`src/rtl/fifo_wr_arbiter.sv`:
```
// Packet-oriented round-robin arbiter that shares one async_fifo write port. 1-cycle arbitration bubble per grant, then beats pass through combinationally.
// Backpressure: fifo_full or a stalled owner holds the grant with no write. While rst_n is low, no write is issued and req_ready stays low.
module fifo_wr_arbiter #(
    parameter int DATA_WIDTH = 8,
    parameter int NUM_REQ    = 4,
    parameter int MAX_BURST  = 8,
    parameter int ID_W       = $clog2(NUM_REQ)
) (
    input  logic                          wr_clk,
    input  logic                          rst_n,
    input  logic [NUM_REQ-1:0]            req_valid,
    input  logic [NUM_REQ-1:0]            req_last,
    input  logic [NUM_REQ*DATA_WIDTH-1:0] req_data,
    output logic [NUM_REQ-1:0]            req_ready,
    input  logic                          fifo_full,
    output logic                          fifo_wr_en,
    output logic [DATA_WIDTH-1:0]         fifo_din,
    output logic [NUM_REQ-1:0]            gnt,
    output logic [ID_W-1:0]               gnt_id,
    output logic                          busy
);

    localparam int CNT_W = $clog2(MAX_BURST + 1);

    typedef enum logic {IDLE, BURST} state_t;

    state_t             state_q, state_d;
    logic [NUM_REQ-1:0] gnt_q, gnt_d;
    logic [ID_W-1:0]    gnt_id_q, gnt_id_d;
    logic [ID_W-1:0]    rr_ptr_q, rr_ptr_d;
    logic [CNT_W-1:0]   beat_cnt_q, beat_cnt_d;

    logic               found;
    logic [ID_W-1:0]    winner;
    logic [ID_W-1:0]    cand;

    // Rotating search: the slot just after the last served requester goes first.
    always_comb begin
        found  = 1'b0;
        winner = '0;
        cand   = '0;
        for (int k = 1; k <= NUM_REQ; k++) begin
            cand = ID_W'((int'(rr_ptr_q) + k) % NUM_REQ);
            if (!found && req_valid[cand]) begin
                found  = 1'b1;
                winner = cand;
            end
        end
    end

    // Beat path; rst_n gating stops a write on the very edge that resets a burst.
    always_comb begin
        req_ready  = '0;
        fifo_wr_en = 1'b0;
        fifo_din   = '0;
        if (state_q == BURST) begin
            req_ready[gnt_id_q] = ~fifo_full & rst_n;
            fifo_wr_en          = req_valid[gnt_id_q] & ~fifo_full & rst_n;
            fifo_din            = req_data[gnt_id_q*DATA_WIDTH +: DATA_WIDTH];
        end
    end

    always_comb begin
        state_d    = state_q;
        gnt_d      = gnt_q;
        gnt_id_d   = gnt_id_q;
        rr_ptr_d   = rr_ptr_q;
        beat_cnt_d = beat_cnt_q;
        case (state_q)
            IDLE: begin
                if (found) begin
                    state_d    = BURST;
                    gnt_d      = NUM_REQ'(1) << winner;
                    gnt_id_d   = winner;
                    beat_cnt_d = '0;
                end
            end
            BURST: begin
                if (fifo_wr_en) begin
                    beat_cnt_d = beat_cnt_q + CNT_W'(1);
                    if (req_last[gnt_id_q] || beat_cnt_q == CNT_W'(MAX_BURST - 1)) begin
                        state_d  = IDLE;
                        gnt_d    = '0;
                        rr_ptr_d = gnt_id_q;
                    end
                end
            end
            default: state_d = IDLE;
        endcase
    end

    always_ff @(posedge wr_clk) begin
        if (!rst_n) begin
            state_q    <= IDLE;
            gnt_q      <= '0;
            gnt_id_q   <= '0;
            rr_ptr_q   <= ID_W'(NUM_REQ - 1);
            beat_cnt_q <= '0;
        end else begin
            state_q    <= state_d;
            gnt_q      <= gnt_d;
            gnt_id_q   <= gnt_id_d;
            rr_ptr_q   <= rr_ptr_d;
            beat_cnt_q <= beat_cnt_d;
        end
    end

    assign gnt    = gnt_q;
    assign gnt_id = gnt_id_q;
    assign busy   = (state_q == BURST);

endmodule

```
`config.mk`:
```
export PLATFORM = sky130hd
export DESIGN_NAME = fifo_wr_arbiter
export DESIGN_NICKNAME = d
export VERILOG_FILES = /design/src/rtl/fifo_wr_arbiter.sv
export SDC_FILE = /design/constraint.sdc
export NUM_CORES = 1
export LEC_CHECK = 0
export ABC_AREA = 1
export BUFFER_PORTS_ARGS = -buffer_cell sky130_fd_sc_hd__buf_2
export CAP_MARGIN = 20
export CORE_MARGIN = 3
export CORE_UTILIZATION = 40
export CTS_CLUSTER_DIAMETER = 50
export CTS_CLUSTER_SIZE = 14
export DETAILED_ROUTE_END_ITERATION = 10
export GPL_TIMING_DRIVEN = 0
export PLACE_DENSITY = 0.74
export SYNTH_ARGS = -nofsm -noshare
export SYNTH_HDL_FRONTEND = slang
export SYNTH_SLANG_ARGS = --single-unit
```
`constraint.sdc`:
```
create_clock -name wr_clk -period 1.55 [get_ports wr_clk]
set_input_delay 0.0775 -clock wr_clk [delete_from_list [all_inputs] [get_ports wr_clk]]
set_output_delay 0.0775 -clock wr_clk [all_outputs]
set_load 0.02 [all_outputs]
```
==> summary.md, run 1 <==
| Metric | Value |
|---|---|
| Post-Place Cells | 276 |
| Mapped Cells | 185 |
| Max Slew Vio Count | 0 |
| Max-cap violations | 0 |
| VDD IR-drop max | 836 uV |
| Static Leak | 0.932 nW |
| DP HPWL | 2.47 mm |
| CP max stage cell | dfxtp_4 |
| CP startpoint kind | flop |
| Failing checks | negative setup slack |
| CP delay by family, top | simple AND/OR/NAND/NOR gates |
| Footprint of the multi-input gates | 891 sq um |
| WS Path Type | reg2reg |
| Initial antenna violation count | 0 |
| Routed wire length | 3.67 mm |
| Die ar. | 3400 sq um |
| WHS | 0.0409 ns |
| Area growth syn-to-layout | 63.2% |
| 1st-iter DRT viols | 66 |
| Reg2Reg Depth | 12 |
| Worst Hold Depth | 2 |
| PortBufs | 61 |
| Die Wd | 58.3 microns |
| 1st-pass router iterations | 5 |
| Wirelength per Cell | 12.5 microns |
| Critical path depth | 12 |
| Synth Net Count | 229 |
| Crit path DAT | 1.77 ns |
| WP buf/inv | 1 |
| Hold Crit Class | in2reg |
| Clk sinks | 13 |
| Synth Register Bits | 13 |
| Clock Skew | 0.00196 ns |
| Setup WS post-layout | -0.00440 ns |
| Setup TNS Final | -0.00440 ns |
| Slowest stage delay, CP | 0.39 ns |
| H-tree lvl count | 1 |
| Vias | 1,556 |
| Mapped Area | 1090 sq um |
| Flip-flop and latch area | 270 sq um |
| Slew @ Worst Pin | 0.339 ns |
| Post-route DRC | 0 |
| Design area | 1790 sq um |
| CTS tree | yes |
| CORE AREA | 2540 sq um |
| RSZ-0062 raised after global routing | true |
| Fin. Hold Viols | 0 |
| Period Utilization, post-route | 100% |
| Number of fill cells | 227 |
| Total CTS buffers | 3 |
| Clk slew on worst S/H paths | 0.08 ns |
| Vias in the first global route | 1,206 |
| Post-synthesis sequential area ratio | 23.8% |
| Post-Syn Area per Cell | 5.92 sq um |
| Die Y | 58.3 microns |
| Critical Path Sink Type | flop |
| Util after Layout | 70.2% |
| Via density | 5.31 |
| Antenna cells | 0 |
| Share of layout cells above drive strength 1 | 53.2% |
| Top Ports | 63 |
| Ys Warns | 0 |
| Placer Congestion | 0.797 |
| Row count | 18 |
| Final non-filler cell total | 293 |
| Clock tree buffer depth | 2 |
| Largest net degree at the start of global routing | 11 |
| F_max | 0.643 GHz |
| # setup viols final | 1 |
| Cts-stage hold buffer count | 0 |
| Clock tree root driver cell | clkbuf_4 |
| Commonest cells after routing, fill and taps aside | buf_2, nand2_1, nand3_1 |
| Dpl ws | -0.0291 ns |
| CP Max Fanout | 8 |
| Clock Latency Late Sink | 0.27 ns |
| Min Tclk post-route | 1.55 ns |
| CP Cell Sequence | inv_2 > nand2_1 > nand2_2 > nand2_2 > nand2_4 > nor2_4 > nand3_2 > nand2_4 > nand2_4 > nand2_1 > nand2_1 > nor2_1 |
| Antenna Nets Post-Route | 0 |
| Commonest non-fill, non-tap cell in the layout | buf_2 |
| Distinct cells, synth | 26 |
| Pwr dens | 780 nW/um^2 |
| CP required | 1.77 ns |
| First-pass GRT wire length | 5.08 mm |
| Final Net Count | 308 |
| Total grt overflow | 0 |
| Initial Util | 43.0% |
| Outcome | finished with violations |
| Slew Limit Headroom | 77.2% |
| Tot GR Track Use | 18.5% |
| Total power | 1.39 mW |
| Placed inst area | 1440 sq um |
-- flip-flops by register name, summed over array words and instances (netlist names) --
signal / count
gnt: 4
gnt_id: 2
busy: 1
rr_ptr_q: 2
beat_cnt_q: 4
-- final cells by class --
type	count	area share, %
multi-input cells	148	49.9
repair buffers	73	23.0
repair inverters	1	0.420
plain buffers	4	2.31
well taps	30	2.10
inverters	20	5.67
flip-flops and latches	13	15.1
clock buffers	4	1.47
-- final timing paths --
path	startpoint	endpoint	slack, ns
worst max-delay path	rr_ptr_q[1]	beat_cnt_q[2]	-0.004
worst min-delay path	rst_n	rr_ptr_q[1]	0.04
worst max register to register	rr_ptr_q[1]	beat_cnt_q[2]	-0.004
worst min register to register	beat_cnt_q[1]	beat_cnt_q[1]	0.49
-- metal layers --
metal	GRT usage, %	routed length (microns)	share of wire, %	up-vias
li1	-	-	-	777
met1	24.4	1480	40	703
met2	30.3	1830	50	64
met3	3.73	277	7.6	12
met4	5.30	80	2.2	0
met5	0	0	0	-
-- cells by family (layout without fill, tap and decap cells) --
family / count (synthesis) / after routing / synth area share, %
buffers and inverters: 24 / 102 / 10.2
DFF: 13 / 13 / 23.8
adders and majority gates: 1 / 1 / 1.14
AOI/OAI and AO/OA: 32 / 32 / 18.5
and+or+nand+nor: 115 / 115 / 46.4
-- power breakdown --
part | internal [mW] | total, mW | switching [mW] | leakage (nW)
combinational | 0.305 | 0.792 | 0.487 | 0.811
clock | 0.0997 | 0.205 | 0.106 | 0.0150
sequential | 0.363 | 0.396 | 0.0330 | 0.107
-- what timing repair did --
item / CTS / global route
pin swaps: 0 / 18
buffers inserted: 0 / 11
endpoints found under the setup margin: 13 / 22
gates resized for setup: 9 / 62
gates cloned: 0 / 2
-- cell usage after synthesis --
library cell / n / area [sq um]
nor2_1: 13 / 48.8
buf_4: 1 / 7.51
nand2_2: 6 / 37.5
nor2_2: 2 / 12.5
nand3_2: 1 / 10.0
dfxtp_1: 13 / 260
o21ai_2: 1 / 8.76
a22oi_1: 8 / 60.1
nand4_1: 1 / 6.26
clkbuf_1: 1 / 3.75
nand2_1: 65 / 244
nor2_4: 1 / 11.3
buf_6: 2 / 22.5
inv_1: 12 / 45.0
inv_4: 1 / 6.26
clkinv_1: 3 / 11.3
nand2_4: 1 / 11.3
inv_2: 4 / 15.0
a21oi_1: 7 / 35.0
o22ai_1: 2 / 12.5
ha_1: 1 / 12.5
a31oi_1: 9 / 56.3
o21ai_0: 3 / 15.0
nand3_1: 24 / 120
o211ai_1: 2 / 15.0
and3_1: 1 / 6.26
(Power assumes the default switching activity.)
==> inputs of run 2 (changes only) <==
Settings changed: MAX_ROUTING_LAYER set to met4.
==> summary.md, run 2 (synthesis gave the netlist of run 1 again) <==
| Metric | Value |
|---|---|
| Period Utilization, post-route | 99.9% |
| Antenna cells | 0 |
| Reg2Reg Depth | 12 |
| Clk sinks | 13 |
| Worst Hold Depth | 2 |
| Vias | 1,553 |
| Top Ports | 63 |
| Terminus of the critical flop-to-flop path | beat_cnt_q[2] |
| Commonest non-fill, non-tap cell in the layout | buf_2 |
| Util after Layout | 70.7% |
| CTS tree | yes |
| Critical Path Sink Type | flop |
| WHS | 0.0428 ns |
| Routed wire length | 3.71 mm |
| Commonest cells after routing, fill and taps aside | buf_2, nand2_1, nand3_1 |
| Fin. Hold Viols | 0 |
| Hold Crit Class | in2reg |
| Die Wd | 58.3 microns |
| Clock Skew | 0.00159 ns |
| First-pass GRT wire length | 5.09 mm |
| CP required | 1.77 ns |
| Initial Util | 43.0% |
| Antenna Nets Post-Route | 0 |
| Wirelength per Cell | 12.6 microns |
| Clock tree buffer depth | 2 |
| Max-cap violations | 0 |
| # setup viols final | 0 |
| Pwr dens | 780 nW/um^2 |
| DP HPWL | 2.47 mm |
| Clock Latency Late Sink | 0.27 ns |
| Tot GR Track Use | 19.0% |
| Initial antenna violation count | 0 |
| Die ar. | 3400 sq um |
| Vias in the first global route | 1,207 |
| Slew Limit Headroom | 77.1% |
| Clk slew on worst S/H paths | 0.08 ns |
| Critical path depth | 12 |
| Min Tclk post-route | 1.55 ns |
| Post-route DRC | 0 |
| Slowest stage delay, CP | 0.39 ns |
| CP max stage cell | dfxtp_4 |
| Clock tree root driver cell | clkbuf_4 |
| CP Max Fanout | 8 |
| CORE AREA | 2540 sq um |
| CP startpoint kind | flop |
| WP buf/inv | 1 |
| CP Cell Sequence | inv_2 > nand2_1 > nand2_2 > nand2_2 > nand2_4 > nor2_4 > nand3_2 > nand2_4 > nand2_4 > nand2_1 > nand2_1 > nor2_1 |
| Via density | 5.26 |
| Share of layout cells above drive strength 1 | 53.6% |
| Slew @ Worst Pin | 0.340 ns |
| Max Slew Vio Count | 0 |
| 1st-pass router iterations | 5 |
| CP delay by family, top | simple AND/OR/NAND/NOR gates |
| RSZ-0062 raised after global routing | true |
| Largest net degree at the start of global routing | 11 |
| Cts-stage hold buffer count | 0 |
| Outcome | completed |
| F_max | 0.646 GHz |
| Static Leak | 0.940 nW |
| Hold EP | rr_ptr_q[1] |
| FF-to-FF setup slack | 0.002 ns |
| Total grt overflow | 0 |
| Critical R2R Launch | rr_ptr_q[1] |
| Placer Congestion | 0.808 |
| Total CTS buffers | 3 |
| Die Y | 58.3 microns |
| Row count | 18 |
| WS Path Type | reg2reg |
| VDD IR-drop max | 799 uV |
| PortBufs | 61 |
| Final Net Count | 310 |
| Crit path DAT | 1.76 ns |
| H-tree lvl count | 1 |
| Hold_sp | rst_n |
| Area growth syn-to-layout | 64.3% |
| 1st-iter DRT viols | 59 |
## run 2: cell types whose count changed in the layout (fill, tap and decap cells not counted), sizes merged
cell  previous run  this run
buf             76        78
## run 2: cell type report
| class | count | area [sq um] |
|---|---|---|
| multi-input combinational | 148 | 891 |
| fill | 225 | 746 |
| timing repair buffer | 75 | 427 |
| sequential | 13 | 270 |
| inverter | 20 | 98.8 |
| buffer | 4 | 41.3 |
| tap | 30 | 37.5 |
| clock buffer | 4 | 26.3 |
| timing repair inverter | 1 | 7.51 |
## run 2: worst max-delay path by stage
stage                startpoint       endpoint
floorplan             gnt_id[0]  beat_cnt_q[3]
global placement      gnt_id[0]         gnt[3]
detailed placement    gnt_id[0]         gnt[3]
CTS                 rr_ptr_q[0]  beat_cnt_q[1]
global route        rr_ptr_q[0]  beat_cnt_q[2]
finish              rr_ptr_q[1]  beat_cnt_q[2]
## run 2: repair_timing
item                       in CTS  in global routing
resized for setup               9                 61
pin swaps                       0                 18
gates cloned                    0                  2
setup endpoints to repair      13                 22
setup buffers                   0                 13
## run 2: power by group
| group | internal, mW | switching, mW | leakage [nW] |
|---|---|---|---|
| combinational | 0.314 | 0.488 | 0.819 |
| clock | 0.0997 | 0.105 | 0.0150 |
| sequential | 0.363 | 0.0331 | 0.107 |
| total | 0.778 | 0.625 | 0.940 |
## run 2: per-layer routing
layer  global-route usage, %  vias up  wire length [microns]
met4                    5.30        0                     60
met3                    3.73        6                    298
met2                    30.3       62                   1870
met5                       -        -                      0
met1                    24.4      702                   1470
li1                        -      783                      -
## run 2: through the flow
step | setup WS, ns | TNS (ns) | total power [mW] | area, sq um | std cells
after global routing | -0.115 | -0.718 | 1.50 | 1800 | 295
after CTS | -0.00475 | -0.00488 | 1.22 | 1500 | 280
after floorplan | 0.0213 | 0 | 0.812 | 1100 | 185
final | 0.00200 | 0 | 1.40 | 1800 | 295
after global placement | -0.00885 | -0.0311 | 0.997 | 1440 | 276
after detailed placement | -0.0291 | -0.0853 | 1.00 | 1440 | 276
==> inputs of run 3 (changes only) <==
Settings changed: BUFFER_PORTS_ARGS -buffer_cell sky130_fd_sc_hd__buf_2 to not set, DONT_BUFFER_PORTS set to 1, GPL_TIMING_DRIVEN 0 to not set, PLACE_DENSITY 0.74 to not set.
==> summary.md, run 3 (synthesis gave the netlist of run 1 again) <==
| Metric | Value |
|---|---|
| Slew Limit Headroom | 70.4% |
| RSZ-0062 raised after global routing | true |
| Flip-flop and latch area | 273 sq um |
| Pwr dens | 875 nW/um^2 |
| CP Cell Sequence | buf_6 > nand2_2 > nand2_4 > nand2_4 > nand2_4 > nor2_4 > nand3_2 > nand2_4 > nand2_4 > nand3_2 > nand2_2 > nor2_1 |
| Commonest non-fill, non-tap cell in the layout | nand2_1 |
| Crit path DAT | 1.73 ns |
| Placer Congestion | 0.840 |
| Reg2Reg Depth | 12 |
| Static Leak | 0.706 nW |
| Min Tclk post-route | 1.52 ns |
| Clock tree root driver cell | clkbuf_4 |
| Commonest cells after routing, fill and taps aside | nand2_1, nand3_1, buf_4 |
| Design area | 1510 sq um |
| Fin. Hold Viols | 0 |
| CP max stage cell | dfxtp_4 |
| Clk sinks | 13 |
| Hold Crit Class | in2reg |
| CP startpoint kind | flop |
| Via density | 5.72 |
| Post-Place Cells | 234 |
| Area growth syn-to-layout | 38.3% |
| Placed inst area | 1290 sq um |
| Total power | 1.33 mW |
| CP required | 1.77 ns |
| Outcome | completed |
| Vias | 1,378 |
| H-tree lvl count | 1 |
| PortBufs | 0 |
| Row count | 18 |
| Final Net Count | 256 |
| Slowest stage delay, CP | 0.38 ns |
| Initial Util | 43.0% |
| Vias in the first global route | 1,193 |
| Clock tree buffer depth | 2 |
| Footprint of the multi-input gates | 866 sq um |
| Post-route DRC | 0 |
| 1st-pass router iterations | 5 |
| DP HPWL | 2.61 mm |
| Top Ports | 63 |
| Period Utilization, post-route | 97.8% |
| Largest net degree at the start of global routing | 12 |
| Antenna cells | 0 |
| Number of fill cells | 242 |
| Die Y | 58.3 microns |
| Wirelength per Cell | 13.9 microns |
| Max-cap violations | 0 |
| Clock Skew | 0.00183 ns |
| Setup WS post-layout | 0.0344 ns |
| F_max | 0.660 GHz |
| Total CTS buffers | 3 |
| Die ar. | 3400 sq um |
| CTS tree | yes |
| VDD IR-drop max | 708 uV |
| First-pass GRT wire length | 4.97 mm |
| Clk slew on worst S/H paths | 0.08 ns |
| CORE AREA | 2540 sq um |
| Slew @ Worst Pin | 0.443 ns |
| Final non-filler cell total | 241 |
| Initial antenna violation count | 0 |
| Die Wd | 58.3 microns |
| Dpl ws | -0.114 ns |
| Routed wire length | 3.34 mm |
| Max Slew Vio Count | 0 |
| WS Path Type | reg2reg |
| Crit-path most repeated cell | nand2_4 |
| Critical Path Sink Type | flop |
| # setup viols final | 0 |
| Total grt overflow | 0 |
| 1st-iter DRT viols | 41 |
| CP Max Fanout | 8 |
| Clock Latency Late Sink | 0.28 ns |
| Antenna Nets Post-Route | 0 |
| Share of layout cells above drive strength 1 | 39.3% |
| Tot GR Track Use | 19.1% |
| Worst Hold Depth | 2 |
-- run 3: final cells by class --
class | instances | share of cell area, %
clock buffers | 4 | 1.74
multi-input cells | 148 | 57.2
well taps | 30 | 2.48
repair buffers | 26 | 15.0
inverters | 20 | 5.62
flip-flops and latches | 13 | 18.0
-- run 3: report_power, final --
part	total (mW)	leakage, nW	internal [mW]	switching (mW)
Clock	0.214	0.0150	0.100	0.114
Combinational	0.702	0.584	0.280	0.422
Sequential	0.409	0.107	0.363	0.0458
Total	1.33	0.706	0.743	0.582
-- run 3: metrics by stage --
step                      hold WS [ns]  utilization, %  setup TNS (ns)
after global routing            0.0251            59.5          -0.259
after global placement           0.183            50.7         -0.0816
after floorplan                  0.297               -               0
after CTS                      0.00976            53.3               0
after detailed placement         0.184            50.7          -0.366
final                         0.000679            59.5               0
-- run 3: critical path: cells and delay by family (launching register included) --
family	cells	cell delay (ns)
flip-flops	1	0.38
buffers and inverters	1	0.13
AND/OR/NAND/NOR	11	0.93
-- run 3: per-layer routing --
metal,routed length (microns),GRT usage [%]
met1,1330,22.0
met2,1610,30.8
met3,324,3.73
met4,74,10.9
met5,0,-
-- run 3: worst paths after layout --
| kind | from | slack [ns] | endpoint |
|---|---|---|---|
| max | rr_ptr_q[0] | 0.03 | beat_cnt_q[3] |
| min | rst_n | 0.0007 | gnt[1] |
| max reg2reg | rr_ptr_q[0] | 0.03 | beat_cnt_q[3] |
| min reg2reg | beat_cnt_q[1] | 0.50 | beat_cnt_q[1] |
-- run 3: repair_timing --
item	4_1_cts	5_1_grt
pin swaps	2	15
buffers inserted	2	0
setup endpoints to repair	18	22
hold endpoints to repair	7	0
gates resized for setup	8	49
hold buffers	1	0
gates cloned	0	1
